`src/rtl/fifo_top.sv`:
```
// Single-clock show-ahead FIFO with valid/grant handshakes on both sides.
// The storage and pointer logic lives in fifo_core (instance fifo_i); the top
// level only adds the optional parity substitution on the outgoing word.

module fifo_core #(
  parameter int DATA_WIDTH = 32,
  parameter int FIFO_DEPTH = 4
) (
  input  logic                  clk,
  input  logic                  rst,
  input  logic [DATA_WIDTH:0]   push_data,
  input  logic                  push_valid,
  input  logic                  pop_grant,
  output logic [DATA_WIDTH:0]   head,
  output logic                  not_full,
  output logic                  not_empty
);

  localparam int PTR_W = (FIFO_DEPTH > 1) ? $clog2(FIFO_DEPTH) : 1;
  localparam int CNT_W = $clog2(FIFO_DEPTH + 1);

  logic [DATA_WIDTH:0] mem [FIFO_DEPTH];
  logic [PTR_W-1:0]    count_write;
  logic [PTR_W-1:0]    count_read;
  logic [CNT_W-1:0]    count_fifo;
  logic                push_fire;
  logic                pop_fire;

  // Pointers wrap explicitly so the depth need not be a power of two.
  function automatic logic [PTR_W-1:0] next_ptr(input logic [PTR_W-1:0] p);
    return (p == PTR_W'(FIFO_DEPTH - 1)) ? '0 : p + 1'b1;
  endfunction

  // Grant depends on occupancy alone, so a full FIFO refuses a push even
  // when a pop happens in the same cycle.
  assign not_full  = (count_fifo != CNT_W'(FIFO_DEPTH));
  assign not_empty = (count_fifo != '0);
  assign push_fire = push_valid && not_full;
  assign pop_fire  = pop_grant && not_empty;
  assign head      = mem[count_read];

  // Storage: written at the write pointer, wiped on reset.
  always_ff @(posedge clk or posedge rst) begin
    if (rst) begin
      for (int i = 0; i < FIFO_DEPTH; i++) mem[i] <= '0;
    end else if (push_fire) begin
      mem[count_write] <= push_data;
    end
  end

  // Read and write pointers advance on their respective handshakes.
  always_ff @(posedge clk or posedge rst) begin
    if (rst) begin
      count_write <= '0;
      count_read  <= '0;
    end else begin
      if (push_fire) count_write <= next_ptr(count_write);
      if (pop_fire)  count_read  <= next_ptr(count_read);
    end
  end

  // Occupancy tracks the net of pushes and pops in each cycle.
  always_ff @(posedge clk or posedge rst) begin
    if (rst) begin
      count_fifo <= '0;
    end else begin
      case ({push_fire, pop_fire})
        2'b10:   count_fifo <= count_fifo + 1'b1;
        2'b01:   count_fifo <= count_fifo - 1'b1;
        default: count_fifo <= count_fifo;
      endcase
    end
  end

endmodule

module fifo_top #(
  parameter int DATA_WIDTH = 32,
  parameter int FIFO_DEPTH = 4,
  parameter int EVEN_ODD   = 0,
  parameter int PARITY_BIT = 0
) (
  input  logic                clk,
  input  logic                rst_n,
  input  logic [DATA_WIDTH:0] push_data_i,
  input  logic                push_valid_i,
  output logic                push_grant_o,
  input  logic                pop_grant_i,
  output logic [DATA_WIDTH:0] pop_data_o,
  output logic                pop_valid_o
);

  logic [DATA_WIDTH:0] head;

  // rst_n is active-high despite its name.
  fifo_core #(
    .DATA_WIDTH (DATA_WIDTH),
    .FIFO_DEPTH (FIFO_DEPTH)
  ) fifo_i (
    .clk        (clk),
    .rst        (rst_n),
    .push_data  (push_data_i),
    .push_valid (push_valid_i),
    .pop_grant  (pop_grant_i),
    .head       (head),
    .not_full   (push_grant_o),
    .not_empty  (pop_valid_o)
  );

  // Either pass the top bit through or replace it with parity of the payload.
  function automatic logic [DATA_WIDTH:0] apply_parity(input logic [DATA_WIDTH:0] word);
    logic [DATA_WIDTH:0] res;
    res = word;
    if (PARITY_BIT != 0) res[DATA_WIDTH] = (^word[DATA_WIDTH-1:0]) ^ (EVEN_ODD != 0);
    return res;
  endfunction

  assign pop_data_o = apply_parity(head);

endmodule

```
`config.mk`:
```
export PLATFORM = sky130hd
export DESIGN_NAME = fifo_top
export DESIGN_NICKNAME = d
export VERILOG_FILES = /design/src/rtl/fifo_top.sv
export SDC_FILE = /design/constraint.sdc
export NUM_CORES = 1
export LEC_CHECK = 0
export CORE_UTILIZATION = 60
export CTS_CLUSTER_SIZE = 30
export DETAILED_ROUTE_END_ITERATION = 6
export PLACE_DENSITY = 0.84
export SYNTH_ARGS = -nofsm -noshare
export SYNTH_HDL_FRONTEND = slang
export SYNTH_SLANG_ARGS = --single-unit
```
`constraint.sdc`:
```
create_clock -name clk -period 9.46 [get_ports clk]
set_clock_uncertainty 0.05 [all_clocks]
set_input_delay 0.946 -clock clk [delete_from_list [all_inputs] [get_ports clk]]
set_output_delay 0.946 -clock clk [all_outputs]
set_load 0.02 [all_outputs]
```
* After elaboration in Yosys (flattened, before gate mapping)
Cells that the tools add are included.
** Cells by class
- Muxes and demuxes :: 9
- Eq/ne operators :: 5
- Order comparisons :: 3
- Bitwise operators :: 2
- Reduce and logical (&&, ||, !) cells :: 5
- Add/sub/neg operators :: 4
** Operators by type and width (count)
- $bwmux W132 :: 1
- $mux W33 :: 3
- $bmux W33 S2 :: 1
- $demux W33 S2 :: 1
- $eq A2 B2 Y1 const B :: 3
- $ge A3 B3 Y1 const B :: 2
- $not A2 Y3 :: 2
- $pmux W3 S2 :: 1
- $add A2 B1 Y2 const B :: 2
- $mux W2 :: 2
- $add A3 B1 Y3 const B :: 1
- $logic_and A1 B1 Y1 :: 3
- $lt A3 B1 Y1 const B :: 1
- $ne A3 B3 Y1 const B :: 1
- $reduce_bool A3 Y1 :: 1
- $sub A3 B1 Y3 const B :: 1
- $eq A2 B1 Y1 const B :: 1
- $reduce_bool A2 Y1 :: 1
** Storage, ports and cells
- Output and inout port bits :: 35
- Bits in registers :: 139

* Logic depth before layout (Yosys ltp)
Gate-level depths: netlist (run 1).
- Depth in word-level cells :: 6
- Gate-level depth with buffers :: 9

* Worst setup path before layout (run 1)
Ideal clock, no wire load.
- Path kind :: register to output
- Start :: register fifo_i.count_read[0]
- End :: output port pop_data_o[16]
- Data required time :: 8.464 ns
- Slack :: 7.016 ns
- Arrival time :: 1.448 ns
- Cell stages (with the launch flop) :: 5
- Buffers on the path :: 3
- Cells stage by stage :: dfrtp_1 > buf_2 > buf_2 > buf_2 > mux4_2
** Between the ends
- Longest elaborated chain between the ends :: 4
** RTL lines
- from (decl) :: RTL line 24 : logic [PTR_W-1:0] count_read;
- from (signal assigned) :: RTL line 58 : if (pop_fire) count_read <= next_ptr(count_read);
- $not A2 Y3 (implied by the code) :: RTL line 40 : assign head = mem[count_read];
- $bmux W33 S2 :: RTL line 40
- $mux W33 (implied by the code) (2 in a row) :: RTL line 40
- to (decl) :: RTL line 89 : output logic [DATA_WIDTH:0] pop_data_o,
No other way between the ends. The select of a mux whose other input is x is not followed.

* Worst setup path in the final report (run 1)
- Start :: register fifo_i.count_read[1]
- End :: output port pop_data_o[9]
The elaborated chain is that of the path after synthesis.

==> flow_summary.ini, run 1 <==
[pwr]
cellPowerDensity_mw_per_mm2 = 427.2
ir_drop_uv = 239.6
power.leakage_nw = 3.508

[sta]
holdWs_ns = 0.4315
fmax_mhz = 268.2
tightest_slew_ns = 1.133
slew_headroom = 0.2446
final_period_minus_worst_setup_slack_ns = 3.728
finalHoldViolations = 0
slew_violations = 0
setup_violations = 0
timing.final.crit_share = 0.3941
rsz0062_at_grt = no
fin_tns_setup_ns = 0

[clock_network]
cts_buffer_depth = 2
cts_resized = 0
clkSlewWorstSetupHoldPaths_ns = 0.06
htree_levels = 4
cts-root-buf = clkbuf_16
post_cts_buffers = 0
cts_sinks = 139
clk_latency_ns = 0.41
cts_made_buffers = 17
cts_tree = built
ctsHoldBuffers = 0

[global_route]
grt_start_max_net_pins = 83
antenna_found_initial = 0
track_usage = 0.2438
overflow = 0
grt_pass1_wl_um = 20680
grt_pass1_vias = 3776

[drt]
wirelength_um = 12690
vias_per_cell = 5.802
ant_nets = 0
firstDrtPassIters = 4
drc = 0
vias = 3371
drt_iter0_markers = 198
wire_per_inst_um = 21.85

[yosys]
syn_area_per_cell_um2 = 18.72
synth_compound_area_frac = 0
syn_nets = 406
synth_area_mm2 = 0.006778
syn_inst = 362
synth_top_family_by_area = multiplexers
synth_fa_ha_area_frac = 0.01403
synthMuxAreaShare = 0.4035
yosys_warnings = 0
ys_seq_elements = 139
ys_seq_area_frac = 0.5132
synth_cell_types = 18
synthSimpleGateAreaFrac = 0.01181
synth-xor-area-share = 0.003877

[floorplanning]
io_pins = 72
dieWidth_um = 108.3
die_y_um = 108.3
die_area_mm2 = 0.01173
start_util = 0.6198
fp.coreArea_mm2 = 0.01094
row_count = 38

[layout]
num-fill-cells = 678
drive_gt1_frac = 0.4762
final_net_count = 472
final-seq-area_mm2 = 0.003481
final_cells = 581
utilization = 0.7326
area_growth_pct = 18.20
multi_input_comb_area_mm2 = 0.002937
layout_common_cells = dfrtp_1, mux2_4, clkdlybuf4s50_1, mux4_2, clkbuf_16
layout_commonest_cell = dfrtp_1
n_antenna_cell = 0

[place]
port_buffers = 71
gp_congestion = 0.6880
dpl.hpwl_um = 7049
dpl.cell_count = 549

[setup_path]
arrival_ns = 2.73
end_kind = output port
reg2reg_depth = 8
start_kind = register
path_class = register to output port
regToRegSetupSlack_ns = 7.20
critical_path.max_fanout = 35
cp.required_ns = 8.46
rr_endpoint = fifo_i.count_fifo[2]
reg2reg_from = fifo_i.count_fifo[0]

[job]
drv_cap = 0

[hold_path]
hold_path_end = fifo_i.count_fifo[2]
hold_path_startpoint = fifo_i.count_fifo[2]
hp-class = register to register
hold_path_depth = 1

[run_status]
run_status = complete, no violations
-- per-stage QoR --
| step | worst slack [ns] | power (mW) | instance area [µm²] |
|---|---|---|---|
| 4_1_cts | 5.685 | 3.449 | 8011 |
| 6_report | 5.732 | 3.422 | 8011 |
| 2_1_floorplan | 4.739 | 2.265 | 6778 |
| 3_5_place_dp | 6.146 | 2.670 | 7342 |
| 3_3_place_gp | 6.154 | 2.628 | 7342 |
| 5_1_grt | 5.583 | 3.592 | 8011 |
-- how the worst max path moves through the flow --
stage                    startpoint                   end  depth (start not counted)  slack [ns]
2_1_floorplan                 rst_n  fifo_i.count_fifo[0]                          1        4.74
3_3_place_gp   fifo_i.count_read[1]         pop_data_o[9]                          2        6.15
3_5_place_dp   fifo_i.count_read[1]        pop_data_o[19]                          2        6.15
4_1_cts        fifo_i.count_read[1]        pop_data_o[19]                          2        5.68
5_1_grt        fifo_i.count_read[1]         pop_data_o[9]                          2        5.58
6_report       fifo_i.count_read[1]         pop_data_o[9]                          2        5.73
-- synthesized netlist by cell type --
library cell	instances	area share
or3_2	1	0.0011
ha_1	6	0.011
dfrtp_1	139	0.51
mux4_2	33	0.11
mux2_2	16	0.027
buf_6	5	0.0083
buf_12	12	0.035
or3b_1	1	0.0013
mux2_4	120	0.27
xor2_1	2	0.0026
fa_1	1	0.0030
xnor2_1	1	0.0013
nor2_1	3	0.0017
nand2_1	2	0.0011
and3_4	4	0.0066
inv_1	7	0.0039
mux2i_1	1	0.0015
buf_2	8	0.0059
-- per-layer routing --
metal	routed length, µm	vias to the layer above	GRT usage
met5	0	-	0
met4	131	0	0.07143
met3	640	10	0.08318
met2	6068	71	0.3676
met1	5850	1829	0.3382
li1	-	1461	-
-- sequential cells by signal, summed over array words and instances (netlist names) --
| name | cells |
|---|---|
| fifo_i.count_fifo | 3 |
| fifo_i.count_read | 2 |
| fifo_i.count_write | 2 |
| fifo_i.mem | 132 |
-- power by group --
part | leakage [nW] | total [mW] | switching [mW] | internal, mW
registers | 1.64 | 1.16 | 0.255 | 0.904
logic | 1.54 | 1.52 | 0.542 | 0.976
clock network | 0.325 | 0.745 | 0.251 | 0.495
total | 3.51 | 3.42 | 1.05 | 2.38
-- critical path, stage by stage (launching register included) --
cell,delay [ns]
dfrtp_2,1.11
mux4_2,0.63
clkdlybuf4s50_1,0.55
-- kinds of logic (layout without fill, tap and decap cells) --
kind of cell,after synthesis,in the layout
flip-flops,139,139
AND/OR/NAND/NOR,11,11
XOR/XNOR,3,3
multiplexers,170,170
buffers and inverters,32,111
adder cells (fa/ha/maj),7,7
-- layout make-up --
class / instances / area share
sequential: 139 / 0.4345
multi-input combinational: 191 / 0.3665
timing repair buffer: 72 / 0.08965
clock buffer: 21 / 0.05997
clock inverter: 11 / 0.02358
tap: 140 / 0.02186
inverter: 7 / 0.003904
(Power assumes the default switching activity.)
==> inputs of run 2 (changes only) <==
--- a/config.mk
+++ b/config.mk
@@ -5,10 +5,10 @@
 export SDC_FILE = /design/constraint.sdc
 export NUM_CORES = 1
 export LEC_CHECK = 0
-export CORE_UTILIZATION = 60
+export CORE_UTILIZATION = 51
 export CTS_CLUSTER_SIZE = 30
 export DETAILED_ROUTE_END_ITERATION = 6
-export PLACE_DENSITY = 0.84
+export PLACE_DENSITY = 0.76
 export SYNTH_ARGS = -nofsm -noshare
 export SYNTH_HDL_FRONTEND = slang
 export SYNTH_SLANG_ARGS = --single-unit
==> constraint.sdc (replaced) <==
create_clock -name clk -period 3.2 [get_ports clk]
set_clock_uncertainty 0.05 [all_clocks]
set_input_delay 0.32 -clock clk [delete_from_list [all_inputs] [get_ports clk]]
set_output_delay 0.32 -clock clk [all_outputs]
set_load 0.02 [all_outputs]
==> run 2 against run 1 <==
  * Non-clock buffer count increased by 3
  * Clock power increased to 2.6 times the previous value
  * Setup slack got worse by 5.4 ns
  * Register-to-register slack got worse by 6.2 ns
  * Core utilization decreased by 10 points
  * Via count increased by 0.12%
  * Global-route usage decreased by 3.8 points
  * Critical path depth increased by 1
  * First-iteration DRC count decreased by 12%
  * Sequential power increased to 2.9 times the previous value
  * Cell area about the same
  * Sequential cell count unchanged
  * Largest cell class unchanged
  * Largest power group unchanged
==> flow_summary.ini, run 2 (synthesis results as in run 1) <==
[run_status]
run_status = complete, no violations

[drt]
drt_iter0_markers = 175
vias_per_cell = 5.488
ant_nets = 0
vias = 3375
wirelength_um = 12580
firstDrtPassIters = 4
wire_per_inst_um = 20.46
drc = 0

[clock_network]
post_cts_buffers = 0
cts-root-buf = clkbuf_16
ctsHoldBuffers = 0
cts_tree = built
cts_resized = 0
clk_latency_ns = 0.41
cts_buffer_depth = 2
htree_levels = 4
cts_sinks = 139
clkSlewWorstSetupHoldPaths_ns = 0.06
cts_made_buffers = 17

[setup_path]
regToRegSetupSlack_ns = 0.96
critical_path.max_fanout = 19
cp.required_ns = 2.83
path_class = register to output port
arrival_ns = 2.48
start_kind = register
end_kind = output port

[sta]
fin_ws_ns = 0.3463
rsz0062_at_grt = no
tightest_slew_ns = 0.7477
holdWs_ns = 0.1778
timing.final.crit_share = 0.8918
setup_violations = 0
fin_tns_setup_ns = 0
slew_violations = 0
finalHoldViolations = 0
final_period_minus_worst_setup_slack_ns = 2.854
slew_headroom = 0.5015
fmax_mhz = 350.4

[place]
gp_congestion = 0.6882
port_buffers = 71
place_area_mm2 = 0.007441
dpl.hpwl_um = 7406
pre_cts_ws_ns = 0.7526

[layout]
largest_register = fifo_i.mem
layout_commonest_cell = dfrtp_1
reg.largest.list = fifo_i.mem x132, fifo_i.count_fifo x3
n_antenna_cell = 0
drive_gt1_frac = 0.4763
utilization = 0.6278
post-route-cell-area_mm2 = 0.008019
final_net_count = 475
area_growth_pct = 18.31
largest_reg_flops = 132
layout_common_cells = dfrtp_1, mux2_4, clkdlybuf4s50_1, mux4_2, clkbuf_16
num-fill-cells = 912

[global_route]
antenna_found_initial = 0
grt_pass1_vias = 3836
grt_pass1_wl_um = 20740
grt_start_max_net_pins = 79
overflow = 0
track_usage = 0.2058

[floorplanning]
die_area_mm2 = 0.01375
row_count = 41
fp.coreArea_mm2 = 0.01277
dieWidth_um = 117.3
die_y_um = 117.3
start_util = 0.5306
io_pins = 72

[hold_path]
hp-class = primary input to async pin

[pwr]
power.leakage_nw = 3.476
cellPowerDensity_mw_per_mm2 = 1229
ir_drop_uv = 714.6

[job]
drv_cap = 0
[run 2: cell count changes in the layout (fill, tap and decap cells not counted)]
| cell | change |
|---|---|
| inv_6 | -1 |
| clkbuf_8 | -2 |
| bufinv_16 | -3 |
| buf_12 | +3 |
| clkbuf_1 | +1 |
| clkinvlp_4 | +4 |
[run 2: metal layers]
layer | track usage | up-vias | wire length, µm
li1 | - | 1466 | -
met1 | 0.2789 | 1824 | 5783
met2 | 0.3341 | 68 | 6229
met3 | 0.04274 | 17 | 418
met4 | 0.06582 | 0 | 150
met5 | 0 | - | 0
[run 2: path summary, 6_finish.rpt]
path,startpoint,end,depth (start not counted)
setup / recovery,fifo_i.count_read[1],pop_data_o[9],3
hold / removal,rst_n,fifo_i.mem[74],2
setup reg to reg,fifo_i.count_fifo[0],fifo_i.count_fifo[2],8
hold reg to reg,fifo_i.count_fifo[2],fifo_i.count_fifo[2],1
max in group asynchronous,rst_n,fifo_i.count_read[0],3
min in group clk,fifo_i.count_fifo[2],fifo_i.count_fifo[2],1
[run 2: final cells by class]
cell class | instances | area, µm² | share of cell area
clock inverters | 11 | 121.4 | 0.01513
flip-flops and latches | 139 | 3481 | 0.4341
multi-input cells | 191 | 2937 | 0.3662
repair buffers | 75 | 778.2 | 0.09705
clock buffers | 20 | 456.7 | 0.05695
well taps | 172 | 215.2 | 0.02684
inverters | 7 | 30.03 | 0.003745
[run 2: power breakdown]
group / internal, mW / switching, mW
sequential: 2.68 / 0.632
clock: 1.18 / 0.725
combinational: 2.92 / 1.73
[run 2: worst max-delay path: stages (launching register included)]
cell and delay, ns:
dfrtp_2 0.68, buf_12 0.27, mux4_2 0.55, clkdlybuf4s50_1 0.56
[run 2: per-stage QoR]
step | power [mW] | std cells
after CTS | 9.963 | 615
after detailed placement | 7.968 | 584
after global placement | 7.845 | 584
final | 9.856 | 615
after floorplan | 6.695 | 362
after global routing | 10.39 | 615
==> inputs of run 3 (changes only) <==
--- a/config.mk
+++ b/config.mk
@@ -5,10 +5,14 @@
 export SDC_FILE = /design/constraint.sdc
 export NUM_CORES = 1
 export LEC_CHECK = 0
-export CORE_UTILIZATION = 51
+export CELL_PAD_IN_SITES_DETAIL_PLACEMENT = 1
+export CELL_PAD_IN_SITES_GLOBAL_PLACEMENT = 1
+export CORE_UTILIZATION = 49
 export CTS_CLUSTER_SIZE = 30
 export DETAILED_ROUTE_END_ITERATION = 6
-export PLACE_DENSITY = 0.76
+export DONT_BUFFER_PORTS = 1
+export PLACE_DENSITY_LB_ADDON = 0.1
+export SLEW_MARGIN = 0
 export SYNTH_ARGS = -nofsm -noshare
 export SYNTH_HDL_FRONTEND = slang
 export SYNTH_SLANG_ARGS = --single-unit
==> run 3 against run 2 <==
  * Register-to-register slack worse by 0.09 ns
  * First-iteration DRC count down 23%
  * Cell area down 5.3%
  * Worst hold slack worse by 0.030 ns
==> flow_summary.ini, run 3 (synthesis results as in run 1) <==
[place]
pre_cts_ws_ns = 0.8786
gp_congestion = 0.7539
place_area_mm2 = 0.006723
dpl.hpwl_um = 7403
port_buffers = 0

[clock_network]
cts_sinks = 139
cts_made_buffers = 17
clk_latency_ns = 0.42
cts-root-buf = clkbuf_16
htree_levels = 4
clkSlewWorstSetupHoldPaths_ns = 0.05
cts_buffer_depth = 2
cts_tree = built

[global_route]
track_usage = 0.2118
grt_pass1_vias = 3827
overflow = 0
antenna_found_initial = 0
grt_start_max_net_pins = 140
grt_pass1_wl_um = 22450

[sta]
fin_ws_ns = 0.8205
setup_violations = 0
rsz0062_at_grt = no
slew_violations = 0
finalHoldViolations = 0
final_period_minus_worst_setup_slack_ns = 2.380
slew_headroom = 0.4973
fmax_mhz = 420.3
holdWs_ns = 0.1476
fin_tns_setup_ns = 0
tightest_slew_ns = 0.7541
timing.final.crit_share = 0.7436

[drt]
drt_iter0_markers = 134
top_layer = met4
vias = 3221
vias_per_cell = 5.544
drt-met1-wl_um = 6045
dr_wl_met2_um = 6338
wire_per_inst_um = 22.76
drc = 0
ant_nets = 0
firstDrtPassIters = 4
wl_met3_um = 681
wirelength_um = 13220

[floorplanning]
die_y_um = 119.6
io_pins = 72
start_util = 0.5078
die_area_mm2 = 0.01431
fp.coreArea_mm2 = 0.01335
row_count = 42
dieWidth_um = 119.6

[setup_path]
cp.required_ns = 2.83
regToRegSetupSlack_ns = 0.87
start_kind = register
arrival_ns = 2.01
end_kind = output port
reg2reg_depth = 8
rr_endpoint = fifo_i.count_fifo[2]
critical_path.max_fanout = 22
reg2reg_from = fifo_i.count_fifo[0]
path_class = register to output port

[hold_path]
hold_path_end = fifo_i.count_write[1]
hold_path_startpoint = push_valid_i
hold_path_depth = 2
hp-class = primary input to register

[layout]
largest_reg_flops = 132
final_net_count = 438
largest_register = fifo_i.mem
reg.largest.list = fifo_i.mem x132, fifo_i.count_fifo x3
n_antenna_cell = 0
utilization = 0.5690
area_growth_pct = 12.05
layout_commonest_cell = dfrtp_1
drive_gt1_frac = 0.5012
layout_common_cells = dfrtp_1, mux2_4, dlygate4sd3_1, mux4_2, clkbuf_16
post-route-cell-area_mm2 = 0.007595
num-fill-cells = 1220

[pwr]
cellPowerDensity_mw_per_mm2 = 1183
power.leakage_nw = 3.326
ir_drop_uv = 555.6

[job]
drv_cap = 0

[run_status]
run_status = complete, no violations
-- run 3: changes by cell type in the layout (fill, tap and decap cells not counted) --
cell and delta:
buf_12 -1, buf_4 +1, bufinv_16 -1, clkbuf_1 +7
clkbuf_8 +1, clkdlybuf4s50_1 -71, clkinv_2 -2, clkinv_4 -1
clkinvlp_4 -5, dlygate4sd3_1 +34
-- run 3: timing repair --
item / in CTS / in global routing
resized for setup: 0 / 0
endpoints found under the hold margin: 199 / 0
buffers inserted: 0 / 0
hold buffers: 34 / 0
-- run 3: power breakdown --
part           internal [mW]  switching (mW)  leakage [nW]
clock network           1.12           0.685         0.259
registers               2.68           0.567          1.64
logic                   2.23            1.71          1.42
total                   6.03            2.96          3.33
-- run 3: cell type report --
type | count | area (µm²) | share of cell area
clock inverter | 2 | 35.03 | 0.004613
tap | 176 | 220.2 | 0.02900
inverter | 7 | 30.03 | 0.003954
timing repair buffer | 38 | 395.4 | 0.05206
multi-input combinational | 191 | 2937 | 0.3867
sequential | 139 | 3481 | 0.4583
clock buffer | 28 | 496.7 | 0.06540
-- run 3: worst max path at each step --
stage                               from                   end  slack (ns)  depth (start not counted)
floorplan                          rst_n  fifo_i.count_fifo[0]        1.09                          1
global placement    fifo_i.count_fifo[0]  fifo_i.count_fifo[2]        0.94                          8
detailed placement  fifo_i.count_fifo[0]  fifo_i.count_fifo[2]        0.88                          8
CTS                 fifo_i.count_read[0]         pop_data_o[5]        0.76                          2
global route        fifo_i.count_read[0]        pop_data_o[19]        0.70                          2
finish              fifo_i.count_read[0]        pop_data_o[19]        0.82                          2
-- run 3: metal layers --
| layer | global-route usage | up-vias |
|---|---|---|
| met1 | 0.2921 | 1760 |
| met5 | 0 | - |
| met4 | 0.07344 | 0 |
| met3 | 0.06844 | 11 |
| li1 | - | 1382 |
| met2 | 0.3158 | 68 |
-- run 3: through the flow --
stage	std cells	total power, mW
after floorplan	362	6.695
after global placement	517	7.048
after global routing	581	9.507
after detailed placement	517	7.188
final	581	8.988
after CTS	581	9.105
-- run 3: worst max-delay path: stages (launching register included) --
cell and delay, ns:
dfrtp_2 0.66, buf_4 0.44, mux4_2 0.47
